==> src/rtl/snn_pkg.sv <==
// Shared definitions for the SNN readout and its neighbours (LIF core, bench).
package snn_pkg;

  // Default geometry: neuron count, class count and time steps per frame.
  localparam int unsigned SNN_N      = 96;
  localparam int unsigned SNN_C      = 12;
  localparam int unsigned SNN_WINDOW = 100;

  // Readout FSM: accumulate a frame, scan classes, hold the result.
  typedef enum logic [1:0] {
    StAccum,
    StScan,
    StHold
  } readout_state_e;

endpackage

==> src/rtl/snn_class_sum.sv <==
// Combinational sum of the G spike counters belonging to one class.
module snn_class_sum #(
  parameter int unsigned G  = 8,
  parameter int unsigned CW = 7,
  parameter int unsigned SW = 10
) (
  input  logic [G*CW-1:0] i_cnt,
  output logic [SW-1:0]   o_sum
);

  // Zero-extend each counter to SW bits so the total never truncates.
  always_comb begin
    o_sum = '0;
    for (int g = 0; g < G; g++) begin
      o_sum = o_sum + SW'(i_cnt[g*CW +: CW]);
    end
  end

endmodule

==> src/rtl/snn_readout.sv <==
// Spike-count readout: accumulates WINDOW steps per frame, then picks the class
// with the largest total spike count (lowest index wins ties) and holds it
// until the consumer accepts it.
module snn_readout
  import snn_pkg::*;
#(
  parameter int unsigned N      = SNN_N,
  parameter int unsigned C      = SNN_C,
  parameter int unsigned WINDOW = SNN_WINDOW,
  localparam int unsigned G  = N / C,
  localparam int unsigned CW = $clog2(WINDOW + 1),
  localparam int unsigned SW = $clog2(G * WINDOW + 1),
  localparam int unsigned IW = (C > 1) ? $clog2(C) : 1
) (
  input  logic          clk,
  input  logic          rstn,
  input  logic          step_valid,
  input  logic [N-1:0]  spikes_vec,
  input  logic          frame_clr,
  output logic          out_valid,
  input  logic          out_ready,
  output logic [IW-1:0] class_id,
  output logic [SW-1:0] class_score,
  output logic          drop_err
);

  readout_state_e       r_state, w_state_next;
  logic [N-1:0][CW-1:0] r_cnt;
  logic [CW-1:0]        r_stp, w_stp_next;
  logic [IW-1:0]        r_k, w_k_next;
  logic [IW-1:0]        r_best_id, w_best_id_next;
  logic [SW-1:0]        r_best_score, w_best_score_next;
  logic [IW-1:0]        r_class_id, w_class_id_next;
  logic [SW-1:0]        r_class_score, w_class_score_next;
  logic                 r_drop_err, w_drop_err_next;
  logic                 w_accept;   // step is counted into cnt
  logic                 w_clear;    // cnt is wiped on the next edge
  logic                 w_take;     // current class replaces the best
  logic [G*CW-1:0]      w_sel;
  logic [SW-1:0]        w_score;

  // Class-index multiplexer: contiguous block of G counters for class r_k.
  always_comb begin
    w_sel = '0;
    for (int k = 0; k < C; k++) begin
      if (r_k == IW'(k)) w_sel = r_cnt[k*G +: G];
    end
  end

  snn_class_sum #(
    .G  (G),
    .CW (CW),
    .SW (SW)
  ) u_class_sum (
    .i_cnt (w_sel),
    .o_sum (w_score)
  );

  // Next-state logic; frame_clr overrides everything, including the handshake.
  always_comb begin
    w_state_next       = r_state;
    w_stp_next         = r_stp;
    w_k_next           = r_k;
    w_best_id_next     = r_best_id;
    w_best_score_next  = r_best_score;
    w_class_id_next    = r_class_id;
    w_class_score_next = r_class_score;
    w_drop_err_next    = r_drop_err;
    w_accept           = 1'b0;
    w_clear            = 1'b0;
    // Class 0 seeds the best candidate unconditionally.
    w_take             = (r_k == '0) || (w_score > r_best_score);

    if (frame_clr) begin
      w_state_next = StAccum;
      w_stp_next   = '0;
      w_clear      = 1'b1;
    end else begin
      case (r_state)
        StAccum: begin
          if (step_valid) begin
            w_accept   = 1'b1;
            w_stp_next = r_stp + 1'b1;
            if (r_stp == CW'(WINDOW - 1)) begin
              w_state_next = StScan;
              w_k_next     = '0;
            end
          end
        end
        StScan: begin
          if (step_valid) w_drop_err_next = 1'b1;
          if (w_take) begin
            w_best_id_next    = r_k;
            w_best_score_next = w_score;
          end
          if (r_k == IW'(C - 1)) begin
            w_state_next       = StHold;
            w_class_id_next    = w_take ? r_k : r_best_id;
            w_class_score_next = w_take ? w_score : r_best_score;
          end else begin
            w_k_next = r_k + 1'b1;
          end
        end
        StHold: begin
          if (step_valid) w_drop_err_next = 1'b1;
          if (out_ready) begin
            w_state_next = StAccum;
            w_stp_next   = '0;
            w_clear      = 1'b1;
          end
        end
        default: w_state_next = StAccum;
      endcase
    end
  end

  // FSM state and scan/result registers.
  always_ff @(posedge clk or negedge rstn) begin
    if (!rstn) begin
      r_state       <= StAccum;
      r_stp         <= '0;
      r_k           <= '0;
      r_best_id     <= '0;
      r_best_score  <= '0;
      r_class_id    <= '0;
      r_class_score <= '0;
      r_drop_err    <= 1'b0;
    end else begin
      r_state       <= w_state_next;
      r_stp         <= w_stp_next;
      r_k           <= w_k_next;
      r_best_id     <= w_best_id_next;
      r_best_score  <= w_best_score_next;
      r_class_id    <= w_class_id_next;
      r_class_score <= w_class_score_next;
      r_drop_err    <= w_drop_err_next;
    end
  end

  // Per-neuron spike counters.
  always_ff @(posedge clk or negedge rstn) begin
    if (!rstn) begin
      r_cnt <= '0;
    end else if (w_clear) begin
      r_cnt <= '0;
    end else if (w_accept) begin
      for (int n = 0; n < N; n++) begin
        r_cnt[n] <= r_cnt[n] + CW'(spikes_vec[n]);
      end
    end
  end

  assign out_valid   = (r_state == StHold);
  assign class_id    = r_class_id;
  assign class_score = r_class_score;
  assign drop_err    = r_drop_err;

endmodule
==> config.mk <==
export PLATFORM = sky130hd
export DESIGN_NAME = snn_readout
export DESIGN_NICKNAME = d
export VERILOG_FILES = /design/src/rtl/snn_pkg.sv /design/src/rtl/snn_class_sum.sv /design/src/rtl/snn_readout.sv
export SDC_FILE = /design/constraint.sdc
export NUM_CORES = 2
export LEC_CHECK = 0
export BUFFER_PORTS_ARGS = -buffer_cell sky130_fd_sc_hd__buf_4
export CAP_MARGIN = 20
export CORE_MARGIN = 5
export CORE_UTILIZATION = 60
export DETAILED_ROUTE_END_ITERATION = 6
export PLACE_DENSITY = 0.77
export SLEW_MARGIN = 10
export SYNTH_ARGS = -nofsm -noshare
export SYNTH_HDL_FRONTEND = slang
export SYNTH_SLANG_ARGS = --single-unit
==> constraint.sdc <==
create_clock -name clk -period 15.85 [get_ports clk]
set_input_delay 0.7925 -clock clk [delete_from_list [all_inputs] [get_ports clk]]
set_output_delay 0.7925 -clock clk [all_outputs]
set_load 0.01 [all_outputs]
==> metrics <==
area of the core 68300 sq um; Die H 272 um; CTS H-tree depth 3; vias per std cell 6.29; DPL Wire Length 89.3 mm; Slew Limit Fails 0; Die Wd 272 um; leakage 20.0 nW; commonest non-fill, non-tap cell in the layout dfrtp_1; first-pass GRT wire length 194 mm; reg2reg path depth 36; I/O pin total 117; Syn Nets 4980; nature of the critical path endpoint flop; Final setup viols 0; Clk pwr share 42.3%; Peak VDD IR 0.000109 V; Seq/Total Area, Yosys 43.3%; CTS tree built; final instance area 45000 sq um; most used flip-flop cell after synthesis dfrtp_1; status completed; critical setup path kind reg2reg; total CTS buffers 79; CTS sink cnt 714; crit path from r_k[1]; DP Area 42400 sq um; top cell type's share of synthesized area 43.3%; Routability Congestion 1.03; mean routed wirelength per cell 23.0 um; Syn Inst Count 4613; Post-CTS Setup Bufs 0; Seq pwr share 43.3%; Max Buffers Root-to-Sink 3; Max Fclk 0.0910 GHz; switch share 27.8%; Worst-path clk slew 0.06 ns; WP data required 16.37 ns; nets 4926; layout cells sized above 1 7.22%; die area 74100 sq um; worst-path fanout max 74; CP Capture Point r_best_score[9]; CTS resizes 0; slowest stage cell, crit path nor3b_4; setup_tns 0 ns; worst-case clock skew 0.0201 ns; routed via count 34600; combinational share of power 14.4%; GRT Overall Usage 33.6%; Std-Cell Rows 96; Post-Syn Area per Cell 8.94 sq um; commonest non-fill, non-tap cells in the layout dfrtp_1, nand2_1, nor2_1, a21oi_1, xor2_1; IO buf count 116; Synth Register Bits 714; Hold Crit Class in2async; CP most frequent cell inv_1; worst slew pin tran 1.06 ns; final worst-path cycle share 69.4%; Cell Pwr Density 95.7 nW/um^2; ranking of synthesized cells by area dfrtp_1, ha_1, xor2_1; switching power 0.00120 W; final hold violations 0; synth warn 0; Root Buffer clkbuf_16; Hold Buf Count CTS 0; startpoint types flop; cell internal pwr 0.00311 W; Layout Utilization 65.8%; FILL cells 5567; global route total overflow 0; initial antenna violation count 6; DRC viols 0; top cell type by total area after synthesis dfrtp_1; Initial Utilization 60.4%; Clock Latency Late Sink 0.64 ns; vias in the first global route 32600; reg2reg end r_best_score[9]; Initial DRC Count 3671; clock period minus worst slack 10.99 ns; largest net degree at the start of global routing 200; max incr delay on CP 0.76 ns; unique cell type count in the Yosys netlist 70; RSZ-0062 raised after global routing false; Post-synth EDFFs 0; DRT antenna net count 0; MaxCap Viol Count 0; final WL 127 mm; Worst slew margin 29.5%; CP arrival 11.51 ns; worst r2r src r_k[1]; Cell Area, Synth 41300 sq um; router iterations before antenna repair 6; Area Growth Syn to Fin 9.04%; Async SR Flop Fraction 100%; reg2reg setup slack 4.86 ns
## area by class of cell
class | instances | area (sq um) | share of cell area (%)
inverters | 90 | 338 | 0.751
clock buffers | 110 | 2260 | 5.03
flip-flops and latches | 714 | 17900 | 39.7
diodes | 2 | 5.00 | 0.0111
clock inverters | 27 | 272 | 0.603
repair buffers | 163 | 1310 | 2.91
well taps | 882 | 1100 | 2.45
multi-input cells | 3511 | 21800 | 48.5
## worst min path at each step
stage | startpoint | end | slack, ns | cells past startpoint
floorplan | r_stp[6] | r_stp[6] | 0.45 | 1
global placement | drop_err | drop_err | 0.45 | 1
detailed placement | drop_err | drop_err | 0.45 | 1
CTS | rstn | r_cnt[277] | 0.24 | 1
global route | rstn | r_cnt[275] | 0.29 | 1
finish | rstn | r_cnt[273] | 0.18 | 1
## synth_stat cells (6+ instances only)
cell	instances
inv_1	89
o221a_1	6
ha_1	232
o22a_1	8
a31oi_1	22
a21oi_1	436
buf_1	34
o22ai_1	76
mux2_1	9
xnor2_1	105
o221a_2	15
fa_1	34
a2bb2oi_1	11
nand2b_1	32
xor2_1	317
or3_1	76
nand3_1	140
a2111oi_0	12
buf_2	61
buf_6	8
mux2i_1	14
a221o_1	20
and3_1	34
nor3_1	45
a2111oi_1	6
o221ai_1	34
a211oi_1	22
and4_1	34
o21ai_1	7
dfrtp_1	714
buf_4	10
a221oi_1	61
clkbuf_1	185
nand2_1	705
nand4_1	142
a22oi_1	23
nor2_1	572
nor2b_1	9
o21ai_0	162
a21o_1	6
o2bb2ai_1	19
nand3b_1	13
## worst max-delay path, delay by kind of cell, from the launching register on
kind / cells / cell delay (ns)
fa+ha+maj: 8 / 4.05
compound gates: 14 / 3.06
mux: 1 / 0.41
flops: 1 / 0.50
buf+inv: 7 / 1.11
xor+xnor: 2 / 0.31
simple gates: 4 / 1.31
## registers in the layout, summed over array words and instances (netlist names)
register / cells
class_id: 4
class_score: 10
drop_err: 1
r_best_id: 4
r_best_score: 10
r_cnt: 672
r_k: 4
r_state: 2
r_stp: 7
## power groups by stage
stage	combinational, W	sequential [W]	clock (W)
detailed placement	0.000614	0.00190	0
global placement	0.000604	0.00190	0
finish	0.000619	0.00187	0.00182
global route	0.000687	0.00187	0.00192
floorplan	0.000415	0.00189	0
CTS	0.000618	0.00186	0.00184
## through the flow
step	cells	total power, W	setup slack (ns)	hold slack [ns]
after floorplan	4613	0.00230	7.56	0.448
after global placement	5358	0.00250	5.09	0.449
after detailed placement	5358	0.00251	4.87	0.450
after CTS	5495	0.00433	4.82	0.240
after global routing	5497	0.00448	4.10	0.289
final	5499	0.00431	4.86	0.183
## routing by layer
layer	vias up	wire [um]	GRT usage [%]
met5	-	34	0
met4	6	8310	17.3
met3	318	9720	6.08
met2	1318	58200	53.1
met1	17000	50400	44.7
li1	16000	-	-
## kinds of logic after synthesis
logic type               share of synthesized area [%]
XOR/XNOR                                          8.96
flip-flops                                        43.3
buffers and inverters                             3.95
AND/OR/NAND/NOR                                   19.6
AO/OA/AOI/OAI                                     14.7
multiplexers                                     0.722
adder cells (fa/ha/maj)                           8.68
Power figures use the tool's default switching activity.
